<file path="config.mk">
export PLATFORM = sky130hd
export DESIGN_NAME = fetch_buffer
export DESIGN_NICKNAME = d
export VERILOG_FILES = /design/src/rtl/fetch_buffer_pkg.sv /design/src/rtl/fetch_buffer_fifo.sv /design/src/rtl/fetch_buffer.sv
export SDC_FILE = /design/constraint.sdc
export NUM_CORES = 1
export LEC_CHECK = 0
export CORE_MARGIN = 4
export CORE_UTILIZATION = 43
export CTS_CLUSTER_DIAMETER = 200
export DETAILED_ROUTE_END_ITERATION = 8
export HOLD_SLACK_MARGIN = 0.03
export SYNTH_ARGS = -nofsm -noshare
export SYNTH_HDL_FRONTEND = slang
export SYNTH_SLANG_ARGS = --single-unit
</file>
<file path="constraint.sdc">
create_clock -name clk -period 3.9 [get_ports clk]
set_clock_uncertainty 0.15 [all_clocks]
set_input_delay 1.17 -clock clk [delete_from_list [all_inputs] [get_ports clk]]
set_output_delay 1.17 -clock clk [all_outputs]
set_load 0.005 [all_outputs]
</file>
<file path="src/rtl/fetch_buffer_pkg.sv">
// Shared definitions for the instruction fetch unit: FSM state encodings
// and the PC increment applied after every granted fetch.
package fetch_buffer_pkg;

  // Outstanding-fetch tracking. At most one request is in flight, so the
  // state alone records whether its response is wanted.
  typedef enum logic [1:0] {
    S_IDLE = 2'd0,  // no fetch outstanding
    S_WAIT = 2'd1,  // one fetch outstanding, response will be kept
    S_DROP = 2'd2   // one fetch outstanding, response will be discarded
  } fetch_state_e;

  // Byte distance between consecutive instruction words.
  localparam int unsigned PC_INC = 4;

endpackage

</file>
<file path="src/rtl/fetch_buffer_fifo.sv">
// fetch_fifo: synchronous FIFO holding {pc, inst} pairs for the fetch unit.
// Push/pop/flush with an occupancy count and a combinational head read.
// Flush wins over push and pop in the same cycle.
module fetch_fifo #(
  parameter int unsigned WIDTH = 64,
  parameter int unsigned DEPTH = 4,
  localparam int unsigned AW   = (DEPTH > 1) ? $clog2(DEPTH) : 1,
  localparam int unsigned CW   = $clog2(DEPTH + 1)
) (
  input  logic             clk,
  input  logic             rst,
  input  logic             push_i,
  input  logic             pop_i,
  input  logic             flush_i,
  input  logic [WIDTH-1:0] wdata_i,
  output logic [WIDTH-1:0] rdata_o,
  output logic [CW-1:0]    count_o
);

  logic [WIDTH-1:0] mem_q [DEPTH];
  logic [AW-1:0]    wr_ptr_q;
  logic [AW-1:0]    rd_ptr_q;
  logic [CW-1:0]    count_q;

  // Pointer and occupancy tracking; DEPTH is a power of two so pointers wrap naturally.
  always_ff @(posedge clk) begin
    // NOTE: state registers use non-blocking assignments so every flop samples
    // pre-edge values; blocking here would create order-dependent simulation.
    if (rst || flush_i) begin
      wr_ptr_q <= '0;
      rd_ptr_q <= '0;
      count_q  <= '0;
    end else begin
      if (push_i) wr_ptr_q <= wr_ptr_q + AW'(1);
      if (pop_i)  rd_ptr_q <= rd_ptr_q + AW'(1);
      unique case ({push_i, pop_i})
        2'b10:   count_q <= count_q + CW'(1);
        2'b01:   count_q <= count_q - CW'(1);
        default: count_q <= count_q;
      endcase
    end
  end

  // Entry storage written at the tail.
  always_ff @(posedge clk) begin
    // NOTE: the storage array is deliberately not reset; count_q gates its
    // visibility, and leaving it out of reset keeps it a plain RAM array.
    if (push_i && !flush_i && !rst) begin
      mem_q[wr_ptr_q] <= wdata_i;
    end
  end

  assign rdata_o = mem_q[rd_ptr_q];
  assign count_o = count_q;

endmodule

</file>
<file path="src/rtl/fetch_buffer.sv">
// fetch_buffer: instruction fetch unit with a prefetch queue feeding IF/ID.
// Issues one word-aligned fetch at a time to the shared memory port (data
// side has arbitration priority), buffers {pc, inst} pairs in fetch_fifo,
// and flushes everything on a branch-resolution redirect.
// Optional feature: define FETCH_BYPASS_EN to present a kept response
// directly on the instruction outputs when the queue is empty.
module fetch_buffer
  import fetch_buffer_pkg::*;
#(
  parameter int unsigned     XLEN     = 32,
  parameter int unsigned     DEPTH    = 4,
  parameter logic [XLEN-1:0] RESET_PC = '0
) (
  input  logic            clk,
  input  logic            rst,
  input  logic            redirect_valid,
  input  logic [XLEN-1:0] redirect_pc,
  output logic            mem_req,
  output logic [XLEN-1:0] mem_addr,
  input  logic            mem_gnt,
  input  logic            mem_rvalid,
  input  logic [XLEN-1:0] mem_rdata,
  output logic            inst_valid,
  output logic [XLEN-1:0] inst,
  output logic [XLEN-1:0] inst_pc,
  input  logic            id_ready
);

  localparam int unsigned CW = $clog2(DEPTH + 1);

  fetch_state_e    state_q, state_d;
  logic [XLEN-1:0] fetch_pc_q, fetch_pc_d;
  logic [XLEN-1:0] pending_pc_q, pending_pc_d;

  logic            req_int;
  logic            issue;
  logic            keep_rsp;
  logic            bypass_hit;
  logic            head_valid;
  logic            fifo_push;
  logic            fifo_pop;
  logic            fifo_empty;
  logic            fifo_full;
  logic [CW-1:0]   fifo_count;
  logic [2*XLEN-1:0] fifo_head;
  logic [XLEN-1:0] head_pc;
  logic [XLEN-1:0] head_inst;

  // Low address bits of a redirect target are dropped by word alignment.
  logic unused_redirect_lsbs;
  assign unused_redirect_lsbs = ^redirect_pc[1:0];

  assign fifo_empty = (fifo_count == '0);
  assign fifo_full  = (fifo_count == CW'(DEPTH));

  // A response is kept only when the fetch is still wanted and no redirect hits.
  assign keep_rsp = (state_q == S_WAIT) && mem_rvalid && !redirect_valid;

`ifdef FETCH_BYPASS_EN
  assign bypass_hit = keep_rsp && fifo_empty;
`else
  assign bypass_hit = 1'b0;
`endif

  // Head selection: the in-flight response when bypassing, else the FIFO head.
  always_comb begin
    // NOTE: every combinational output gets a default first so no path can
    // leave it unassigned, which would otherwise infer a latch.
    head_valid = !fifo_empty;
    head_pc    = fifo_head[2*XLEN-1:XLEN];
    head_inst  = fifo_head[XLEN-1:0];
    if (bypass_hit) begin
      head_valid = 1'b1;
      head_pc    = pending_pc_q;
      head_inst  = mem_rdata;
    end
  end

  // A redirect suppresses both queue movements; a bypassed word consumed by
  // IF/ID never enters the queue.
  assign fifo_pop  = head_valid && id_ready && !redirect_valid && !fifo_empty;
  assign fifo_push = keep_rsp && !(bypass_hit && id_ready);

  fetch_fifo #(
    .WIDTH (2 * XLEN),
    .DEPTH (DEPTH)
  ) u_fifo (
    .clk     (clk),
    .rst     (rst),
    .push_i  (fifo_push),
    .pop_i   (fifo_pop),
    .flush_i (redirect_valid),
    .wdata_i ({pending_pc_q, mem_rdata}),
    .rdata_o (fifo_head),
    .count_o (fifo_count)
  );

  // Fetch FSM state and address registers.
  always_ff @(posedge clk) begin
    if (rst) begin
      state_q      <= S_IDLE;
      fetch_pc_q   <= RESET_PC;
      pending_pc_q <= RESET_PC;
    end else begin
      state_q      <= state_d;
      fetch_pc_q   <= fetch_pc_d;
      pending_pc_q <= pending_pc_d;
    end
  end

  // Next-state logic: issue when idle with room, track the single outstanding
  // fetch, and let a redirect retarget fetch_pc from any state.
  always_comb begin
    state_d      = state_q;
    fetch_pc_d   = fetch_pc_q;
    pending_pc_d = pending_pc_q;
    req_int      = (state_q == S_IDLE) && !fifo_full && !redirect_valid;
    issue        = req_int && mem_gnt;

    unique case (state_q)
      S_IDLE: begin
        if (issue) begin
          pending_pc_d = fetch_pc_q;
          fetch_pc_d   = fetch_pc_q + XLEN'(PC_INC);
          state_d      = S_WAIT;
        end
      end
      S_WAIT: begin
        if (mem_rvalid)          state_d = S_IDLE;
        else if (redirect_valid) state_d = S_DROP;
      end
      S_DROP: begin
        if (mem_rvalid) state_d = S_IDLE;
      end
      default: state_d = S_IDLE;
    endcase

    if (redirect_valid) begin
      fetch_pc_d = {redirect_pc[XLEN-1:2], 2'b00};
    end
  end

  // Outputs are forced to their reset values while rst is asserted.
  assign mem_req    = req_int && !rst;
  assign mem_addr   = rst ? RESET_PC : fetch_pc_q;
  assign inst_valid = head_valid && !rst;
  assign inst       = rst ? '0 : head_inst;
  assign inst_pc    = rst ? '0 : head_pc;

endmodule

</file>
==> summary.md, run 1 <==
| Metric | Value |
|---|---|
| DIE HEIGHT | 181 um |
| Drt pass-1 iters | 4 |
| CTS sink cnt | 319 |
| Clock-pin slew of the registers on the worst-case setup and hold paths | approximately 0.060 ns |
| R2R depth | 8 |
| Synthesized instance count | ~840 |
| Count of cell types in the netlist | 46 |
| Total core area | 29,600 sq um |
| Sw Share | 20.2% |
| Final ANT Viol Nets | 0 |
| Clock root cell | clkbuf_16 |
| Vias in the first global route | 7,490 |
| Worst hold start | pending_pc_q[30] |
| Hold endpoint | pending_pc_q[30] |
| Post-Syn Area | about 13,000 sq um |
| Worst vdd ir | about 0.00022 V |
| Yosys reg bits | 319 |
| # port buffers | about 160 |
| Worst-skew pair later-pin latency | approximately 0.5 ns |
| Final HPWL DP | ~18,000 um |
| Slew HR | roughly half |
| Vias post-DR | 7,349 |
| Remaining Overflow, GRT | 0 |
| GRT met1 Usage | 25.0% |
| Yosys top cell area share | ~58% |
| Area delta synth->final | 26.9% |
| Pwr dens | ~420 nW/um^2 |
| Vias/cell | roughly 5.1 |
| Initial Util | a little over two fifths |
| Internal | about 5.5 mW |
| Final setup viols | 0 |
| Layout cell share with drive strength beyond 1 | 16.7% |
| Post-synth top flop | edfxtp_1 |
| Number of synthesized flops with an enable pin | about 250 |
| Hold Path Class | reg2reg |
| Gr usage total | between 10% and 20% |
| Commonest non-fill, non-tap cells in the layout | 248 x edfxtp_1, 159 x clkdlybuf4s50_1, 92 x nor2b_1 |
| Crit. End Element | primary output |
| DR WL/cell | 19.2 um |
| Clock power frac | a little over two fifths |
| Final Hold Vio Count | 0 |
| Synth Area per Inst | 15.4 sq um |
| Top area cells in the synthesized netlist | edfxtp_1 58%, dfxtp_1 11%, mux4_2 11%, nor2b_1 4.5%, nand2_1 2.4% |
| Commonest non-fill, non-tap cell in the layout | edfxtp_1 |
| Reg2reg setup slack | about 1.5 ns |
| Max Root-Sink Buffers | 3 |
| RD Place Congestion | 0.749 |
| Number of H-tree levels | 2 |
| Drt drc | 0 |
| Met2 usage | 26.1% |
| First-pass GRT wire length | 43,800 um |
| Run status | completed |
| Minimum clock period | around 3.7 ns |
| Final nets | ~1,100 |
| RSZ-0062 raised after global routing | no |
| CP Max Fanout | 2 |
| Seq/Total Area, Yosys | ~69% |
| Sequential share of power | 53.8% |
| Antenna Cells | 0 |
| I/O pin count | 168 |
| Row count | 63 |
| Die Wd | approximately 180 um |
| Slew @ Worst Pin | ~0.74 ns |
| Static leakage | 5.23 nW |
| Logic pwr share | between 4 and 5% |
| Hold Crit Depth | 2 |
| Iter 0 DRT Violations | ~420 |
| Number of max-cap violations | 0 |
| Routed WL | ~28,000 um |
| Critical Path RT | ~2.6 ns |
| Hold slack | ~0.35 ns |
| CTS buffer count | 34 |
| GRT Max-Usage Layer | met2 |
| Final period util | a little over nine tenths |
| FMAX | about 0.27 GHz |
| Switching pwr | ~1.4 mW |
| Post-layout util | a little under three fifths |
| FF-to-FF Start | u_fifo.count_o[0] |
| Largest net degree at the start of global routing | 53 |
| Initial antenna violation count | 0 |
| Reg-to-Reg End | u_fifo.count_o[2] |
| Syn. warnings | 0 |
| Die footprint | 32,800 sq um |
| CP arrival | roughly 2.4 ns |
| Ys async rst share | 0% |
| Setup CP Type | in2out |
| Max Transition Viols Final | 0 |
| CTS tree | yes |
| GR Util met3 | 3.00% |
| Largest area contributor in the netlist | edfxtp_1 |
| CP Launch Type | primary input |
[routing by layer]
metal	vias up	wire, um
met1	3602	13200
met4	0	403
met5	-	0
met2	181	12900
met3	37	1300
li1	3529	-
[metrics by stage]
stage	instance area (sq um)	cells	setup TNS [ns]	worst slack (ns)	power, mW
finish	16400	1445	0	0.185	6.94
global route	16400	1445	0	0.105	7.20
CTS	16300	1438	0	0.0463	7.02
detailed placement	15300	1380	-0.156	-0.156	4.12
global placement	15300	1380	-0.114	-0.114	4.12
floorplan	12900	842	0	0.226	3.92
[cells in the mapped netlist, drive strengths merged, types with 2 or more instances]
library cell  number
and2              10
o21a               5
and4               4
buf               22
nor3              17
clkbuf            32
nand4              9
nor2              34
nand2             86
inv                8
nor4               9
nand3             11
o21ai              6
a211oi            19
nor3b              2
mux4              62
xor2               4
nand2b             2
dfxtp             71
xnor2             23
edfxtp           248
a21oi             43
a311oi             2
ha                 6
nor2b             92
[final cells by class]
type                       instances  area, sq um
fill                            2481        13300
sequential                       319         8880
multi-input combinational        461         3780
timing repair buffer             209         2180
clock buffer                      49          948
tap                              390          488
clock inverter                     9         47.5
inverter                           8         30.0
[worst max-delay path: stages]
cell             delay [ns]
clkdlybuf4s50_1        0.41
or2_2                  0.32
nor4b_2                0.23
dlygate4sd2_1          0.27
[worst max path at each step]
| stage | start | depth (start not counted) | to | slack (ns) |
|---|---|---|---|---|
| 3_3_place_gp | redirect_valid | 4 | mem_req | -0.11 |
| 2_1_floorplan | redirect_valid | 3 | u_fifo.mem_q[0][0] | 0.23 |
| 6_report | redirect_valid | 4 | mem_req | 0.18 |
| 3_5_place_dp | redirect_valid | 4 | mem_req | -0.16 |
| 5_1_grt | register | 4 | inst[25] | 0.10 |
| 4_1_cts | register | 4 | inst[2] | 0.05 |
[registers in the layout, summed over array words and instances, names as in the netlist, named ones only]
signal,count
fetch_pc_q,30
pending_pc_q,30
state_q,2
u_fifo.count_o,3
u_fifo.mem_q,248
u_fifo.rd_ptr_q,2
u_fifo.wr_ptr_q,2
[what timing repair did]
action                     CTS  global route
setup endpoints to repair    1             7
resized for setup            2             0
buffers inserted             0             7
cloned                       0             0
hold buffers                 0             0
[power by group through the flow]
| stage | Sequential [mW] | Combinational [mW] | Clock, mW |
|---|---|---|---|
| 6_report | 3.73 | 0.317 | 2.89 |
| 3_3_place_gp | 3.80 | 0.317 | 0 |
| 5_1_grt | 3.74 | 0.346 | 3.12 |
| 3_5_place_dp | 3.80 | 0.319 | 0 |
| 4_1_cts | 3.73 | 0.321 | 2.97 |
| 2_1_floorplan | 3.78 | 0.135 | 0 |
[cell families after synthesis]
group / after synthesis / share of synthesized area [%]
AO/OA/AOI/OAI: 78 / 3.61
XOR/XNOR: 27 / 1.84
adder cells (fa/ha/maj): 7 / 0.738
buffers and inverters: 62 / 2.09
flip-flops: 319 / 68.8
multiplexers: 62 / 10.8
other: 1 / 0.0291
AND/OR/NAND/NOR: 283 / 12.0
Power figures use the tool's default switching activity.
==> run 2: changes to the inputs <==
- CAP_MARGIN: unset -> 20
- CORE_MARGIN: 4 -> 2
==> run 2 against run 1 <==
Compared with the run above: combinational power down 3%; non-clock buffer count down 16; largest cell class unchanged; routed wire length down 0.75%; flip-flop and latch count unchanged.
==> summary.md, run 2 (synthesis results as in run 1) <==
| Metric | Value |
|---|---|
| Internal | about 5.6 mW |
| Dpl cells | 1,369 |
| Number of max-cap violations | 0 |
| Design Power | between 7 and 8 mW |
| CTS sink cnt | around 320 |
| Die Wd | ~180 um |
| CP arrival | roughly 2.4 ns |
| Finished Cell Area | approximately 16,000 sq um |
| Filler instances | around 2,400 |
| Drt drc | 0 |
| Clock-pin slew of the registers on the worst-case setup and hold paths | roughly 0.060 ns |
| Commonest non-fill, non-tap cell in the layout | edfxtp_1 |
| Final non-filler cell total | approximately 1,400 |
| Number of H-tree levels | 2 |
| Max reg flops | 248 |
| Hold Path Class | reg2reg |
| Hold Crit Depth | 2 |
| DIE HEIGHT | between 150 and 200 um |
| Hold buffers post-CTS | 0 |
| # port buffers | between 150 and 200 |
| Critical Path RT | around 2.6 ns |
| Static leakage | 5.15 nW |
| RSZ-0062 raised after global routing | no |
| Final Hold Vio Count | 0 |
| Final ANT Viol Nets | 0 |
| DR WL/cell | 19.2 um |
| Total core area | roughly 30,000 sq um |
| TNS Setup | 0 ns |
| Run status | completed |
| Slew @ Worst Pin | 0.722 ns |
| Iter 0 DRT Violations | 470 |
| Logic pwr share | roughly 4.4% |
| Largest register by flop count | u_fifo.mem_q |
| FF-to-FF Start | u_fifo.count_o[0] |
| Crit. End Element | primary output |
| Largest registers | u_fifo.mem_q x248, fetch_pc_q x30, pending_pc_q x30 |
| Commonest non-fill, non-tap cells in the layout | 248 x edfxtp_1, 159 x clkdlybuf4s50_1, 92 x nor2b_1 |
| Setup CP Type | in2out |
| CTS buffer count | 35 |
| Dpl cell area | ~15,000 sq um |
| Pwr dens | roughly 430 nW/um^2 |
| Row count | 63 |
| R2R depth | 8 |
| Initial antenna violation count | 0 |
| CTS tree | yes |
| Vias in the first global route | 7,448 |
| Dpl ws | -0.138 ns |
| Sequential share of power | between 50% and 60% |
| Worst setup margin | 0.153 ns |
| Drt pass-1 iters | 5 |
| Final HPWL DP | 17,600 um |
| Initial Util | a little over two fifths |
| Worst setup startpoint | redirect_valid |
| Final nets | roughly 1,100 |
| First-pass GRT wire length | 42,800 um |
| Worst-skew pair later-pin latency | 0.50 ns |
| Switching pwr | 1.43 mW |
| Sw Share | just over 20% |
| CP Launch Type | primary input |
| Reg2reg setup slack | roughly 1.5 ns |
| FMAX | 0.267 GHz |
| Reg-to-Reg End | u_fifo.count_o[2] |
| Clock root cell | clkbuf_16 |
| Gr usage total | 17.9% |
| Vias post-DR | about 7,400 |
| Largest net degree at the start of global routing | slightly below 70 |
| Remaining Overflow, GRT | 0 |
| CP Max Fanout | 2 |
| Slew HR | between 50% and 60% |
| Max Root-Sink Buffers | 3 |
| Worst vdd ir | about 0.00026 V |
| Final setup viols | 0 |
| Worst hold start | pending_pc_q[15] |
| Max Transition Viols Final | 0 |
| Area delta synth->final | 26.0% |
| Routed WL | around 28,000 um |
| Antenna Cells | 0 |
| RD Place Congestion | ~0.76 |
| Clock power frac | a little over two fifths |
| I/O pin count | ~170 |
| Layout cell share with drive strength beyond 1 | 15.5% |
| Hold endpoint | pending_pc_q[15] |
| Vias/cell | between 5 and 6 |
| Minimum clock period | 3.75 ns |
| Die footprint | roughly 31,000 sq um |
| Final period util | about 96% |
-- run 2: critical path, stage by stage --
cell	delay, ns
clkdlybuf4s50_1	0.41
or2_2	0.31
nor4b_1	0.25
dlygate4sd2_1	0.28
-- run 2: area by class of cell --
cell class | count | area, sq um | share of cell area [%]
sequential | 319 | 8880 | 54.7
multi-input combinational | 461 | 3770 | 23.2
timing repair buffer | 193 | 2050 | 12.6
clock buffer | 45 | 923 | 5.69
tap | 390 | 488 | 3.01
clock inverter | 16 | 98.8 | 0.609
inverter | 8 | 30.0 | 0.185
-- run 2: how the worst max path moves through the flow --
stage	endpoint	slack (ns)	depth (start not counted)
global placement	mem_req	-0.15	4
detailed placement	mem_req	-0.14	4
global route	inst_pc[14]	0.06	4
CTS	mem_req	0.14	4
floorplan	u_fifo.mem_q[0][0]	0.23	3
finish	mem_req	0.15	4
-- run 2: timing repair --
| item | in CTS | in global routing |
|---|---|---|
| buffers inserted | 2 | 0 |
| setup endpoints to repair | 15 | 0 |
| endpoints found under the hold margin | 0 | 0 |
| resized for setup | 1 | 0 |
-- run 2: power groups by stage --
stage | Combinational [mW] | Sequential [mW] | Clock [mW]
after floorplan | 0.135 | 3.78 | 0
after global placement | 0.307 | 3.81 | 0
after detailed placement | 0.310 | 3.81 | 0
after CTS | 0.311 | 3.73 | 3.05
after global routing | 0.337 | 3.74 | 3.18
final | 0.308 | 3.73 | 2.97
-- run 2: per-stage QoR --
step	util, %	hold slack [ns]
final	54.9	0.344
after global routing	54.9	0.358
after CTS	54.9	0.348
after detailed placement	51.4	0.335
after global placement	51.4	0.332
after floorplan	-	0.303
-- run 2: routing by layer --
| layer | track usage [%] | wire length, um | vias to the layer above |
|---|---|---|---|
| met1 | 24.6 | 12300 | 3617 |
| met5 | 0 | 0 | - |
| li1 | - | - | 3499 |
| met4 | 4.55 | 507 | 0 |
| met3 | 3.46 | 1590 | 44 |
| met2 | 29.3 | 13200 | 218 |
